### config.mk
export PLATFORM = sky130hd
export DESIGN_NAME = piradip_axis_gain_scheduler
export DESIGN_NICKNAME = d
export VERILOG_FILES = /design/src/rtl/piradip_gain_sched_pkg.sv /design/src/rtl/piradip_gain_sched_table.sv /design/src/rtl/piradip_axis_gain_scheduler.sv
export SDC_FILE = /design/constraint.sdc
export NUM_CORES = 1
export LEC_CHECK = 0
export BUFFER_PORTS_ARGS = -buffer_cell sky130_fd_sc_hd__buf_2
export CAP_MARGIN = 20
export CORE_MARGIN = 8
export CORE_UTILIZATION = 45
export DETAILED_ROUTE_END_ITERATION = 8
export MAX_ROUTING_LAYER = met4
export SLEW_MARGIN = 10
export SYNTH_ARGS = -nofsm -noshare
export SYNTH_HDL_FRONTEND = slang
export SYNTH_HIERARCHICAL = 1
export SYNTH_SLANG_ARGS = --single-unit
### constraint.sdc
create_clock -name clk -period 3.7 [get_ports clk]
set_clock_uncertainty 0.2 [all_clocks]
set_input_delay 0.74 -clock clk [delete_from_list [all_inputs] [get_ports clk]]
set_output_delay 0.74 -clock clk [all_outputs]
set_load 0.1 [all_outputs]
### src/rtl/piradip_gain_sched_pkg.sv
// Shared types for the AXI4-Stream gain scheduler: FSM states, table entry
// layout and the unity-gain helper.
package piradip_gain_sched_pkg;

    localparam int SCHED_GAIN_WIDTH  = 16;
    localparam int SCHED_DWELL_WIDTH = 16;

    typedef enum logic {
        IDLE,
        RUN
    } sched_state_t;

    typedef struct packed {
        logic [SCHED_GAIN_WIDTH-1:0]  gain;
        logic [SCHED_DWELL_WIDTH-1:0] dwell;
    } sched_entry_t;

    function automatic logic [SCHED_GAIN_WIDTH-1:0] unity_gain(input int frac_width);
        return SCHED_GAIN_WIDTH'(1) << frac_width;
    endfunction

endpackage

### src/rtl/piradip_gain_sched_table.sv
// Schedule table: N_ENTRIES x sched_entry_t register file with synchronous
// write and combinational read, so a same-cycle load sees the old contents.
module piradip_gain_sched_table
    import piradip_gain_sched_pkg::*;
#(
    parameter int N_ENTRIES = 8,
    parameter int IDX_W     = $clog2(N_ENTRIES)
) (
    input  logic               clk,
    input  logic               we,
    input  logic [IDX_W-1:0]   wr_addr,
    input  sched_entry_t       wr_data,
    input  logic [IDX_W-1:0]   rd_addr,
    output sched_entry_t       rd_data
);

    sched_entry_t mem [N_ENTRIES];

    always_ff @(posedge clk) begin
        if (we) begin
            mem[wr_addr] <= wr_data;
        end
    end

    assign rd_data = mem[rd_addr];

endmodule

### src/rtl/piradip_axis_gain_scheduler.sv
// Steps an AXI4-Stream gain block through a (gain, dwell) table on packet
// boundaries. Define PIRADIP_GAIN_SCHED_RAMP_EN to ramp gain per beat instead.
module piradip_axis_gain_scheduler
    import piradip_gain_sched_pkg::*;
#(
    parameter int GAIN_WIDTH       = 16,
    parameter int FRACTIONAL_WIDTH = 8,
    parameter int N_ENTRIES        = 8,
    parameter int DWELL_WIDTH      = 16,
    parameter int RAMP_STEP        = 16
) (
    input  logic                          clk,
    input  logic                          resetn,
    input  logic                          mon_tvalid,
    input  logic                          mon_tready,
    input  logic                          mon_tlast,
    input  logic                          cfg_we,
    input  logic [$clog2(N_ENTRIES)-1:0]  cfg_addr,
    input  logic [GAIN_WIDTH-1:0]         cfg_gain,
    input  logic [DWELL_WIDTH-1:0]        cfg_dwell,
    input  logic [$clog2(N_ENTRIES)-1:0]  last_index,
    input  logic                          loop_en,
    input  logic                          start,
    input  logic                          stop,
    output logic [GAIN_WIDTH-1:0]         gain_out,
    output logic                          gain_update,
    output logic                          busy,
    output logic [$clog2(N_ENTRIES)-1:0]  cur_index,
    output logic                          done
);

    localparam int IDX_W = $clog2(N_ENTRIES);
    localparam logic [GAIN_WIDTH-1:0] UNITY = GAIN_WIDTH'(unity_gain(FRACTIONAL_WIDTH));

    sched_state_t            state, next_state;
    logic [DWELL_WIDTH-1:0]  cnt;
    logic [IDX_W-1:0]        load_idx;
    logic                    load, cnt_dec, done_set, boundary;
    sched_entry_t            wr_entry, rd_entry;
    logic [GAIN_WIDTH-1:0]   new_gain;

    assign boundary = mon_tvalid & mon_tready & mon_tlast;
    assign busy     = (state == RUN);
    assign new_gain = GAIN_WIDTH'(rd_entry.gain);

    assign wr_entry.gain  = SCHED_GAIN_WIDTH'(cfg_gain);
    assign wr_entry.dwell = SCHED_DWELL_WIDTH'(cfg_dwell);

    piradip_gain_sched_table #(
        .N_ENTRIES (N_ENTRIES),
        .IDX_W     (IDX_W)
    ) u_table (
        .clk     (clk),
        .we      (cfg_we),
        .wr_addr (cfg_addr),
        .wr_data (wr_entry),
        .rd_addr (load_idx),
        .rd_data (rd_entry)
    );

    // Stop outranks start; a dwell of 0 or 1 both advance on the first boundary.
    always_comb begin
        next_state = state;
        load       = 1'b0;
        load_idx   = '0;
        cnt_dec    = 1'b0;
        done_set   = 1'b0;
        if (stop) begin
            next_state = IDLE;
        end else if (start) begin
            next_state = RUN;
            load       = 1'b1;
        end else if (state == RUN && boundary) begin
            if (cnt > DWELL_WIDTH'(1)) begin
                cnt_dec = 1'b1;
            end else if (cur_index < last_index) begin
                load     = 1'b1;
                load_idx = cur_index + IDX_W'(1);
            end else if (loop_en) begin
                load = 1'b1;
            end else begin
                next_state = IDLE;
                done_set   = 1'b1;
            end
        end
    end

    always_ff @(posedge clk or negedge resetn) begin
        if (!resetn) begin
            state     <= IDLE;
            cnt       <= '0;
            cur_index <= '0;
            done      <= 1'b0;
        end else begin
            state <= next_state;
            done  <= done_set;
            if (load) begin
                cur_index <= load_idx;
                cnt       <= DWELL_WIDTH'(rd_entry.dwell);
            end else if (cnt_dec) begin
                cnt <= cnt - DWELL_WIDTH'(1);
            end
        end
    end

`ifdef PIRADIP_GAIN_SCHED_RAMP_EN
    localparam logic signed [GAIN_WIDTH:0] STEP_EXT = (GAIN_WIDTH+1)'(RAMP_STEP);
    localparam logic [GAIN_WIDTH-1:0]      STEP     = GAIN_WIDTH'(RAMP_STEP);

    logic [GAIN_WIDTH-1:0]        target, tgt_eff, ramp_next;
    logic signed [GAIN_WIDTH:0]   g_ext, t_ext, dist;
    logic                         up, beat;

    assign beat = mon_tvalid & mon_tready;

    // A stop freezes the ramp by retargeting to the present gain.
    always_comb begin
        tgt_eff = target;
        if (load) begin
            tgt_eff = new_gain;
        end else if (stop) begin
            tgt_eff = gain_out;
        end
        g_ext     = {gain_out[GAIN_WIDTH-1], gain_out};
        t_ext     = {tgt_eff[GAIN_WIDTH-1], tgt_eff};
        up        = (t_ext > g_ext);
        dist      = up ? (t_ext - g_ext) : (g_ext - t_ext);
        ramp_next = tgt_eff;
        if (dist > STEP_EXT) begin
            ramp_next = up ? (gain_out + STEP) : (gain_out - STEP);
        end
    end

    always_ff @(posedge clk or negedge resetn) begin
        if (!resetn) begin
            gain_out    <= UNITY;
            target      <= UNITY;
            gain_update <= 1'b0;
        end else begin
            target      <= tgt_eff;
            gain_update <= 1'b0;
            if (beat && (gain_out != tgt_eff)) begin
                gain_out    <= ramp_next;
                gain_update <= 1'b1;
            end
        end
    end
`else
    always_ff @(posedge clk or negedge resetn) begin
        if (!resetn) begin
            gain_out    <= UNITY;
            gain_update <= 1'b0;
        end else begin
            gain_update <= 1'b0;
            if (load) begin
                gain_out    <= new_gain;
                gain_update <= (new_gain != gain_out);
            end
        end
    end
`endif

endmodule

==> impl_metrics.tcl <==
set metrics [dict create \
    cts_tree "built" \
    yosys_register_bits 294 \
    ant_nets 0 \
    synthMuxAreaShare 0.179 \
    core-area_sq_um 26100 \
    clockBufferDepth 3 \
    critPathMaxFanout 5 \
    wl_per_cell_um 23.4 \
    synth_cells 588 \
    worst_pin_slew_ns 0.669 \
    p_leak_nw 5.09 \
    cp-end-kind "flop" \
    fin_crit_sh 0.991 \
    crit_type "flop to flop" \
    overflow 0 \
    first_iter_violations 328 \
    synthAdderAreaFrac 0.00524 \
    syn_nets 640 \
    detailedPlacementHpwl_mm 14.4 \
    wl_mm 25.7 \
    synth_top_family_by_area "multiplexers" \
    nets 792 \
    pin_count 69 \
    hold_class "input port to async pin" \
    drive_gt1_frac 0.421 \
    ir_drop_mv 0.333 \
    async_flop_share 0.129 \
    gr-usage-all-layers 0.166 \
    holdWs_ns 0.0300 \
    setup_slack_ns 0.0321 \
    hold_buffers 0 \
    grt_pass1_wl_mm 38.4 \
    synthXorXnorAreaFrac 0.0198 \
    cp_data_arrival_time_ns 3.88 \
    ys_seq_area_frac 0.724 \
    period_needed_ns 3.67 \
    pre_cts_ws_ns -0.373 \
    status "completed" \
    die_h_um 179 \
    hold_viol_final 0 \
    yosys_warnings 6 \
    die_w_um 179 \
    drt-pass1-iter-count 5 \
    synth_edf_count 256 \
    netlist_area_sq_um 11900 \
    start_util 0.458 \
    htreeDepth 1 \
    setup_viol 0 \
    yosys.area_share.simple 0.0347 \
    grt_max_degree 44 \
    std_cell_rows 59 \
    synth_cell_types 45 \
    clk_latency_ns 0.54 \
    root_buffer "clkbuf_16" \
    start_kind "flop" \
    syn_to_final_growth_pct 22.2 \
    slew_headroom 0.554 \
    antenna_found_initial 3 \
    portBuffers 68 \
    grt_pass1_vias 6496 \
    cts_buffers 29 \
    die_area_sq_um 32000 \
    required_ns 3.91 \
    synth-compound-area-share 0.0199 \
    pwr_density_cell_nw_per_um2 517 \
    detail_route.vias_per_cell 5.53 \
    finalWeightedCongestion 0.821 \
    avgSynthCellArea_sq_um 20.3 \
    ys_dominant_reg_cell "edfxtp_1" \
    max_freq_mhz 273 \
    cap_violations 0 \
    slew_viol_final 0 \
    vias 6085 \
    rsz0062_at_grt "true" \
    clk_pin_slew_worst_paths_ns 0.07 \
    drcViolationCount 0 \
    clkSinkCount 294 \
]
final timing paths:
check	start	end	slack (ns)	depth (start not counted)
max in group asynchronous	resetn	cnt[9]$_DFFE_PN0P_	2.58	2
min in group clk	cfg_dwell[3]	u_table/mem[7][3]$_DFFE_PP_	0.26	1
min reg2reg	cnt[7]$_DFFE_PN0P_	cnt[7]$_DFFE_PN0P_	0.34	2
max reg2reg	cnt[2]$_DFFE_PN0P_	gain_out[1]$_DFFE_PN0P_	0.03	20
max	cnt[2]$_DFFE_PN0P_	gain_out[1]$_DFFE_PN0P_	0.03	20
min	resetn	cur_index[2]$_DFFE_PN0P_	0.03	1
power by group:
group	internal [W]	switching, W
clock	0.00190	0.00121
combinational	0.000214	0.000402
sequential	0.00375	0.0000754
logic make-up (layout without fill, tap and decap cells):
kind of cell / count (synthesis) / after routing
AND/OR/NAND/NOR: 78 / 78
buffers and inverters: 36 / 210
XOR/XNOR: 27 / 27
AO/OA/AOI/OAI: 36 / 36
other: 0 / 3
multiplexers: 112 / 112
flip-flops: 294 / 294
adder cells (fa/ha/maj): 5 / 5
critical path: stages (launching register included):
cell	delay [ns]
dfrtp_1	0.38
or3_4	0.43
nor3_4	0.15
nand2_2	0.08
buf_4	0.13
buf_4	0.12
buf_4	0.12
buf_4	0.12
buf_4	0.12
buf_4	0.12
buf_4	0.12
buf_4	0.12
buf_4	0.12
buf_4	0.12
buf_4	0.11
buf_4	0.12
buf_4	0.13
o22ai_4	0.11
buf_12	0.15
clkbuf_16	0.15
mux2_1	0.32
synthesized netlist by cell type, types with 4 or more instances:
cell type,n,area [sq um]
nor3_1,6,30.0
mux2_2,33,372
nor4_1,4,25.0
mux2_1,15,169
inv_1,8,30.0
buf_2,11,55.1
o31ai_1,4,30.0
buf_6,9,101
nand2_1,21,78.8
nand4_1,7,43.8
edfxtp_1,256,7690
o21ai_1,11,55.1
nor2_1,20,75.1
mux4_2,24,541
dfrtp_1,37,926
mux4_1,40,1050
a21o_1,4,30.0
ha_1,5,62.6
xnor2_1,24,210
a21oi_1,6,30.0
buf_1,4,15.0
flip-flops by register name (all words and copies together) (netlist names):
| signal | count |
|---|---|
| done | 1 |
| cnt | 16 |
| gain_update | 1 |
| busy | 1 |
| u_table/mem | 256 |
| gain_out | 16 |
| cur_index | 3 |
repair_timing:
| item | CTS | global route |
|---|---|---|
| pin swaps | 8 | 4 |
| resized for setup | 19 | 30 |
| cloned | 1 | 4 |
| setup buffers | 24 | 5 |
| setup endpoints to repair | 2 | 23 |
placed cells by master, fill, tap and decap left out, types with 3 or more instances in the layout:
cell type  count
xnor2_2        8
buf_4         63
mux4_1        26
nor2_4         9
diode_2        3
clkinv_2       8
bufinv_16      6
edfxtp_1     256
mux4_2        38
o21ai_1       12
a21oi_1        6
nand3_1        3
dfrtp_2        3
buf_2         68
buf_12         9
nor3_1         3
clkbuf_16     32
dfrtp_1       34
nor4_2         3
nand2b_1       3
ha_1           4
a21o_1         4
buf_6          3
nor2_1        11
mux2_2        22
nand2_1       19
xnor2_1       15
o31ai_1        4
inv_1          7
nand4_1        7
mux2_4        25
xor2_1         3
nor4_1         3
through the flow:
step	std cells	TNS, ns	area (sq um)	utilization	power [W]
after global routing	1100	-1.36	14600	0.560	0.00777
after detailed placement	1011	-1.51	13000	0.500	0.00445
after global placement	1011	-1.25	13000	0.500	0.00443
after CTS	1089	0	14300	0.550	0.00756
final	1100	0	14600	0.560	0.00755
after floorplan	588	-0.0890	12000	-	0.00423
layout make-up:
| type | count | area (sq um) |
|---|---|---|
| diodes | 3 | 7.51 |
| flip-flops and latches | 294 | 8640 |
| repair buffers | 148 | 1130 |
| well taps | 335 | 419 |
| clock buffers | 33 | 761 |
| clock inverters | 20 | 262 |
| inverters | 9 | 36.3 |
| multi-input cells | 258 | 3320 |
| fillers | 1972 | 11500 |
per-layer routing:
metal / up-vias / wire (um) / share of wire / track usage
met2: 156 / 12400 / 0.48 / 0.266
met1: 3171 / 11200 / 0.44 / 0.217
met3: 39 / 1530 / 0.060 / 0.0301
met5: - / 0 / 0 / -
li1: 2719 / - / - / -
met4: 0 / 520 / 0.020 / 0.0420
Power figures use the tool's default switching activity.
